`config.mk`:
```
export PLATFORM = sky130hd
export DESIGN_NAME = pipelined_barrel_shifter
export DESIGN_NICKNAME = d
export VERILOG_FILES = /design/src/rtl/pipelined_barrel_shifter.sv
export SDC_FILE = /design/constraint.sdc
export NUM_CORES = 1
export LEC_CHECK = 0
export BUFFER_PORTS_ARGS = -buffer_cell sky130_fd_sc_hd__buf_4
export CAP_MARGIN = 15
export CELL_PAD_IN_SITES_DETAIL_PLACEMENT = 0
export CELL_PAD_IN_SITES_GLOBAL_PLACEMENT = 1
export CORE_UTILIZATION = 45
export DETAILED_ROUTE_END_ITERATION = 7
export PLACE_DENSITY_LB_ADDON = 0.1
export SLEW_MARGIN = 10
export SYNTH_ARGS = -nofsm -noshare
export SYNTH_HDL_FRONTEND = slang
export SYNTH_SLANG_ARGS = --single-unit
```
`constraint.sdc`:
```
create_clock -name clock -period 2 [get_ports clock]
set_input_delay 0.3 -clock clock [delete_from_list [all_inputs] [get_ports clock]]
set_output_delay 0.3 -clock clock [all_outputs]
set_load 0.05 [all_outputs]
```
`src/rtl/pipelined_barrel_shifter.sv`:
```
// rtl/pipelined_barrel_shifter.sv - 32-bit five-stage pipelined barrel shifter (16/8/4/2/1)
// Optional rotate-left for op 11 when SHIFTER_ROTATE_EN is defined.
module pipelined_barrel_shifter #(
  parameter int WIDTH   = 32,
  parameter int SHAMT_W = 5
) (
  input  logic               clock,
  input  logic               reset,
  input  logic               in_valid,
  output logic               in_ready,
  input  logic [WIDTH-1:0]   data_input,
  input  logic [SHAMT_W-1:0] ctrl_shiftamt,
  input  logic [1:0]         ctrl_shiftop,
  output logic               out_valid,
  input  logic               out_ready,
  output logic [WIDTH-1:0]   data_output,
  output logic               busy
);

  logic [4:0]         vld;
  logic [4:0]         load;
  logic [WIDTH-1:0]   dat [5];
  logic [SHAMT_W-1:0] amt [4];
  logic [1:0]         opr [4];

  // A stage loads when empty or when its occupant moves on; this ripples from the output back.
  assign load[4] = ~vld[4] | (vld[4] & out_ready);
  assign load[3] = ~vld[3] | load[4];
  assign load[2] = ~vld[2] | load[3];
  assign load[1] = ~vld[1] | load[2];
  assign load[0] = ~vld[0] | load[1];

  assign in_ready    = load[0];
  assign out_valid   = vld[4];
  assign data_output = dat[4];
  assign busy        = |vld;

  for (genvar g = 0; g < 5; g++) begin : g_stage
    localparam int K = 1 << (4 - g);

    logic               src_v;
    logic [WIDTH-1:0]   src_d;
    logic [SHAMT_W-1:0] src_a;
    logic [1:0]         src_o;
    logic [WIDTH-1:0]   shifted;
    logic               v_q;
    logic [WIDTH-1:0]   d_q;

    if (g == 0) begin : g_src_port
      assign src_v = in_valid;
      assign src_d = data_input;
      assign src_a = ctrl_shiftamt;
      assign src_o = ctrl_shiftop;
    end else begin : g_src_reg
      assign src_v = vld[g-1];
      assign src_d = dat[g-1];
      assign src_a = amt[g-1];
      assign src_o = opr[g-1];
    end

    always_comb begin
      shifted = src_d;
      if (src_a[4-g]) begin
        case (src_o)
          2'b01:   shifted = $signed(src_d) >>> K;
          2'b10:   shifted = src_d >> K;
`ifdef SHIFTER_ROTATE_EN
          2'b11:   shifted = (src_d << K) | (src_d >> (WIDTH - K));
`endif
          default: shifted = src_d << K;
        endcase
      end
    end

    always_ff @(posedge clock) begin
      if (reset) begin
        v_q <= 1'b0;
        d_q <= '0;
      end else if (load[g]) begin
        v_q <= src_v;
        d_q <= shifted;
      end
    end

    assign vld[g] = v_q;
    assign dat[g] = d_q;

    // The last stage has no downstream shift to steer, so it carries only valid and data.
    if (g < 4) begin : g_ctrl
      logic [SHAMT_W-1:0] a_q;
      logic [1:0]         o_q;
      always_ff @(posedge clock) begin
        if (load[g]) begin
          a_q <= src_a;
          o_q <= src_o;
        end
      end
      assign amt[g] = a_q;
      assign opr[g] = o_q;
    end
  end

endmodule

```
==> reports/results.md <==
| Quantity | This run | Unit |
|:---|:---|:---|
| Number of antenna violations at the first check in global routing | 0 | - |
| Top-area cell type share of the netlist area | 34.49 | % |
| Share of layout cells above drive strength 1 | 15.54 | % |
| Estimated wirelength of the detail-placed design | 16780 | um |
| Synth warnings | 0 | - |
| Site Rows | 53 | - |
| Worst slew slack as a fraction of its limit | 74.04 | % |
| Sort of element at the end of the critical path | output port | - |
| Sequential fraction of the synthesis area | 40.13 | % |
| Boundary pin count | 78 | - |
| Post-route minimum period | 1.880 | ns |
| Arrival time at the worst endpoint | 1.58 | ns |
| Total core area | 0.02096 | mm2 |
| Register bit count reported by yosys | 183 | - |
| Hold/Removal Path Class | input port to flip-flop | - |
| Setup crit start kind | flip-flop | - |
| Crit path from | g_stage[3].v_q$_SDFFE_PP0P_ | - |
| Dominant register cell in the synthesized netlist | sky130_fd_sc_hd__dfxtp_1 | - |
| Total Negative Setup Slacks | 0 | ns |
| Gate Count Post-Synth | 1231 | - |
| Number of global-route vias before repair | 7940 | - |
| Largest fanout on the critical path | 14 | - |
| Via count normalized by instance count | 5.708 | - |
| Total routing usage reported by global routing | 22.31 | % |
| Worst clock skew | 0.007985 | ns |
| Clock root buffer | sky130_fd_sc_hd__clkbuf_16 | - |
| DIE AREA | 0.02187 | mm2 |
| Synth-to-layout area growth | 14.41 | % |
| Initial core utilization | 45.71 | % |
| Weighted congestion reported at the end of routability-driven placement | 0.7918 | - |
| Sum of routed wire length over all layers | 23870 | um |
| Antenna Diode Count | 0 | - |
| Hold-critical path depth | 1 | - |
| RSZ-0062 raised after global routing | false | - |
| Horizontal die dimension | 147.9 | um |
| Worst r2r dst | g_stage[1].d_q[20]$_SDFFE_PP0P_ | - |
| Synth top area cells | sky130_fd_sc_hd__dfxtp_1 34%, sky130_fd_sc_hd__o211ai_1 16%, sky130_fd_sc_hd__nand2_1 9.9% | - |
| H-tree levels | 4 | - |
| Per-instance average area after synthesis | 7.781 | um2 |
| Category of the critical setup timing path | flip-flop to output port | - |
| Required arrival time at the worst endpoint | 1.70 | ns |
| Number of gates given a new drive strength after cts | 2 | - |
| Measured slew at the worst slew-check pin | 0.3894 | ns |
| Period utilisation layout | 93.99 | % |
| Die extent in y | 147.9 | um |
| Count of maximum capacitance violations | 0 | - |
| Largest net degree at the start of global routing | 65 | - |
| DRC violation count after routing | 0 | - |
| Combined area of all synthesized cells | 0.009578 | mm2 |
| Run status | finished, final reports clean | - |
| Commonest cells post-synth | 252 x sky130_fd_sc_hd__nand2_1, 204 x sky130_fd_sc_hd__o211ai_1, 165 x sky130_fd_sc_hd__dfxtp_1 | - |
| Via count | 8694 | - |
| First-pass GRT wire length | 40110 | um |
| Leak | 3.659 | nW |
| Max-slew violations | 0 | - |
| Count of final setup violators | 0 | - |
| Layout net count | 1288 | - |
| Mapped Nets | 1284 | - |
| Count of input and output buffers | 77 | - |
| CTS clk-pin slew, worst paths | 0.07 | ns |
| Peak supply drop | 0.0005698 | V |
| Library cells used by synthesis | 40 | - |
| Worst setup path endpoint | in_ready | - |
| Pre-Repair DR Iteration Count | 5 | - |
| Post-synthesis async set-or-reset flop share | 0 | % |
| CTS Buf Count | 17 | - |
| Maximum clock insertion buffer count | 2 | - |
| Achievable frequency | 0.5320 | GHz |
| Post-Layout Inst Area | 0.01096 | mm2 |
| TritonCTS clock tree | done | - |
| Filler instances | 2100 | - |
| Post-route ant nets | 0 | - |
| Routed len/inst | 15.67 | um |
| Power density of the placed cells | 785.8 | mW/mm2 |
| Crit Reg-Reg Startpoint | g_stage[0].g_ctrl.o_q[1]$_DFFE_PP_ | - |
| Final hold vios | 0 | - |
| Hold buffers post-CTS | 0 | - |
| Worst r2r path cells | 6 | - |
| Total congestion overflow after global routing | 0 | - |
| Number of clock sinks | 183 | - |
| Total cell area at the placement stage | 0.01039 | mm2 |
| Clock Latency Late Sink | 0.43 | ns |
| Cell type with the largest total area after synthesis | sky130_fd_sc_hd__dfxtp_1 | - |
| Violation count after the first detailed-route iteration | 740 | - |
| Internal reg-to-reg setup slack | 0.22 | ns |
| Most common cell in the netlist | sky130_fd_sc_hd__nand2_1 | - |
| Number of synthesized flops with an enable pin | 18 | - |
| Post-CTS setup buffer count | 0 | - |
[cells by family (layout without fill, tap and decap cells)]
group	Yosys count	count (layout)	share of synthesized area [%]
AO/OA/AOI/OAI	499	499	35.19
AND/OR/NAND/NOR	379	379	16.17
flip-flops	183	183	40.13
buffers and inverters	160	177	7.198
adder cells (fa/ha/maj)	10	10	1.306
[sequential cells by signal, indices dropped and copies added, names as in the netlist]
register and cells:
g_stage.g_ctrl.a_q 10, g_stage.g_ctrl.o_q 8, data_output 32, g_stage.d_q 128, out_valid 1, g_stage.v_q 4
[report_power, final]
group	switching, W	internal (W)
sequential	0.000204	0.00391
clock	0.00156	0.00164
combinational	0.000785	0.000511
[how the worst min path moves through the flow]
stage               slack, ns                                from                            endpoint
floorplan                0.40                    ctrl_shiftamt[0]  g_stage[0].g_ctrl.a_q[0]$_DFFE_PP_
global placement         0.40  g_stage[0].g_ctrl.a_q[2]$_DFFE_PP_  g_stage[1].g_ctrl.a_q[2]$_DFFE_PP_
detailed placement       0.40  g_stage[1].g_ctrl.a_q[0]$_DFFE_PP_  g_stage[2].g_ctrl.a_q[0]$_DFFE_PP_
CTS                      0.03                    ctrl_shiftamt[0]  g_stage[0].g_ctrl.a_q[0]$_DFFE_PP_
global route             0.03                    ctrl_shiftamt[3]  g_stage[0].g_ctrl.a_q[3]$_DFFE_PP_
finish                   0.04                    ctrl_shiftamt[0]  g_stage[0].g_ctrl.a_q[0]$_DFFE_PP_
[metrics by stage]
stage	utilization [%]	power, W	std cells	hold slack (ns)	setup WS, ns
finish	52.29	0.008611	1523	0.04435	0.1203
floorplan	-	0.005069	1231	0.3989	0.1013
CTS	52.29	0.008716	1523	0.02893	0.01281
global route	52.29	0.009016	1523	0.02770	0.02202
global placement	49.60	0.005490	1491	0.4024	0.1877
detailed placement	49.60	0.005501	1491	0.4045	0.1837
[critical path: stages (launching register included)]
cell                      delay, ns
sky130_fd_sc_hd__dfxtp_1       0.36
sky130_fd_sc_hd__and4b_1       0.27
sky130_fd_sc_hd__and2_4        0.23
sky130_fd_sc_hd__inv_4         0.09
sky130_fd_sc_hd__buf_4         0.20
[final cells by class]
cell class	instances	area [um2]	share of cell area (%)
multi-input combinational	888	5050	46.08
sequential	183	3844	35.08
timing repair buffer	119	1056	9.637
clock buffer	17	425.4	3.882
tap	275	344.1	3.140
clock inverter	15	133.9	1.222
inverter	26	105.1	0.9591
[per-layer routing]
layer / part of all wire, % / track usage [%]
met1: 47 / 29.19
met2: 47 / 37.43
met3: 3.1 / 2.870
met4: 2.3 / 8.454
met5: 0 / 0
[cells in the final DEF, fill, tap and decap left out, types with 5 or more instances in the layout]
cell type	synthesis	routed
sky130_fd_sc_hd__nand2_1	252	252
sky130_fd_sc_hd__o211ai_1	204	204
sky130_fd_sc_hd__dfxtp_1	165	165
sky130_fd_sc_hd__a21oi_1	110	110
sky130_fd_sc_hd__buf_4	0	106
sky130_fd_sc_hd__o21ai_0	100	100
sky130_fd_sc_hd__nor2_1	58	58
sky130_fd_sc_hd__nor3_1	26	26
sky130_fd_sc_hd__nand3_1	24	24
sky130_fd_sc_hd__inv_1	23	23
sky130_fd_sc_hd__edfxtp_1	18	18
sky130_fd_sc_hd__a221oi_1	17	17
sky130_fd_sc_hd__clkbuf_16	0	17
sky130_fd_sc_hd__o211ai_2	16	16
sky130_fd_sc_hd__a21oi_2	16	16
sky130_fd_sc_hd__buf_12	1	13
sky130_fd_sc_hd__ha_1	10	10
sky130_fd_sc_hd__a311oi_1	7	7
sky130_fd_sc_hd__nand2b_1	5	5
sky130_fd_sc_hd__o22ai_1	5	5
sky130_fd_sc_hd__a211oi_1	5	5
sky130_fd_sc_hd__a32oi_1	5	5
sky130_fd_sc_hd__inv_8	0	5
Note: power is estimated with default switching activity, not from simulation.
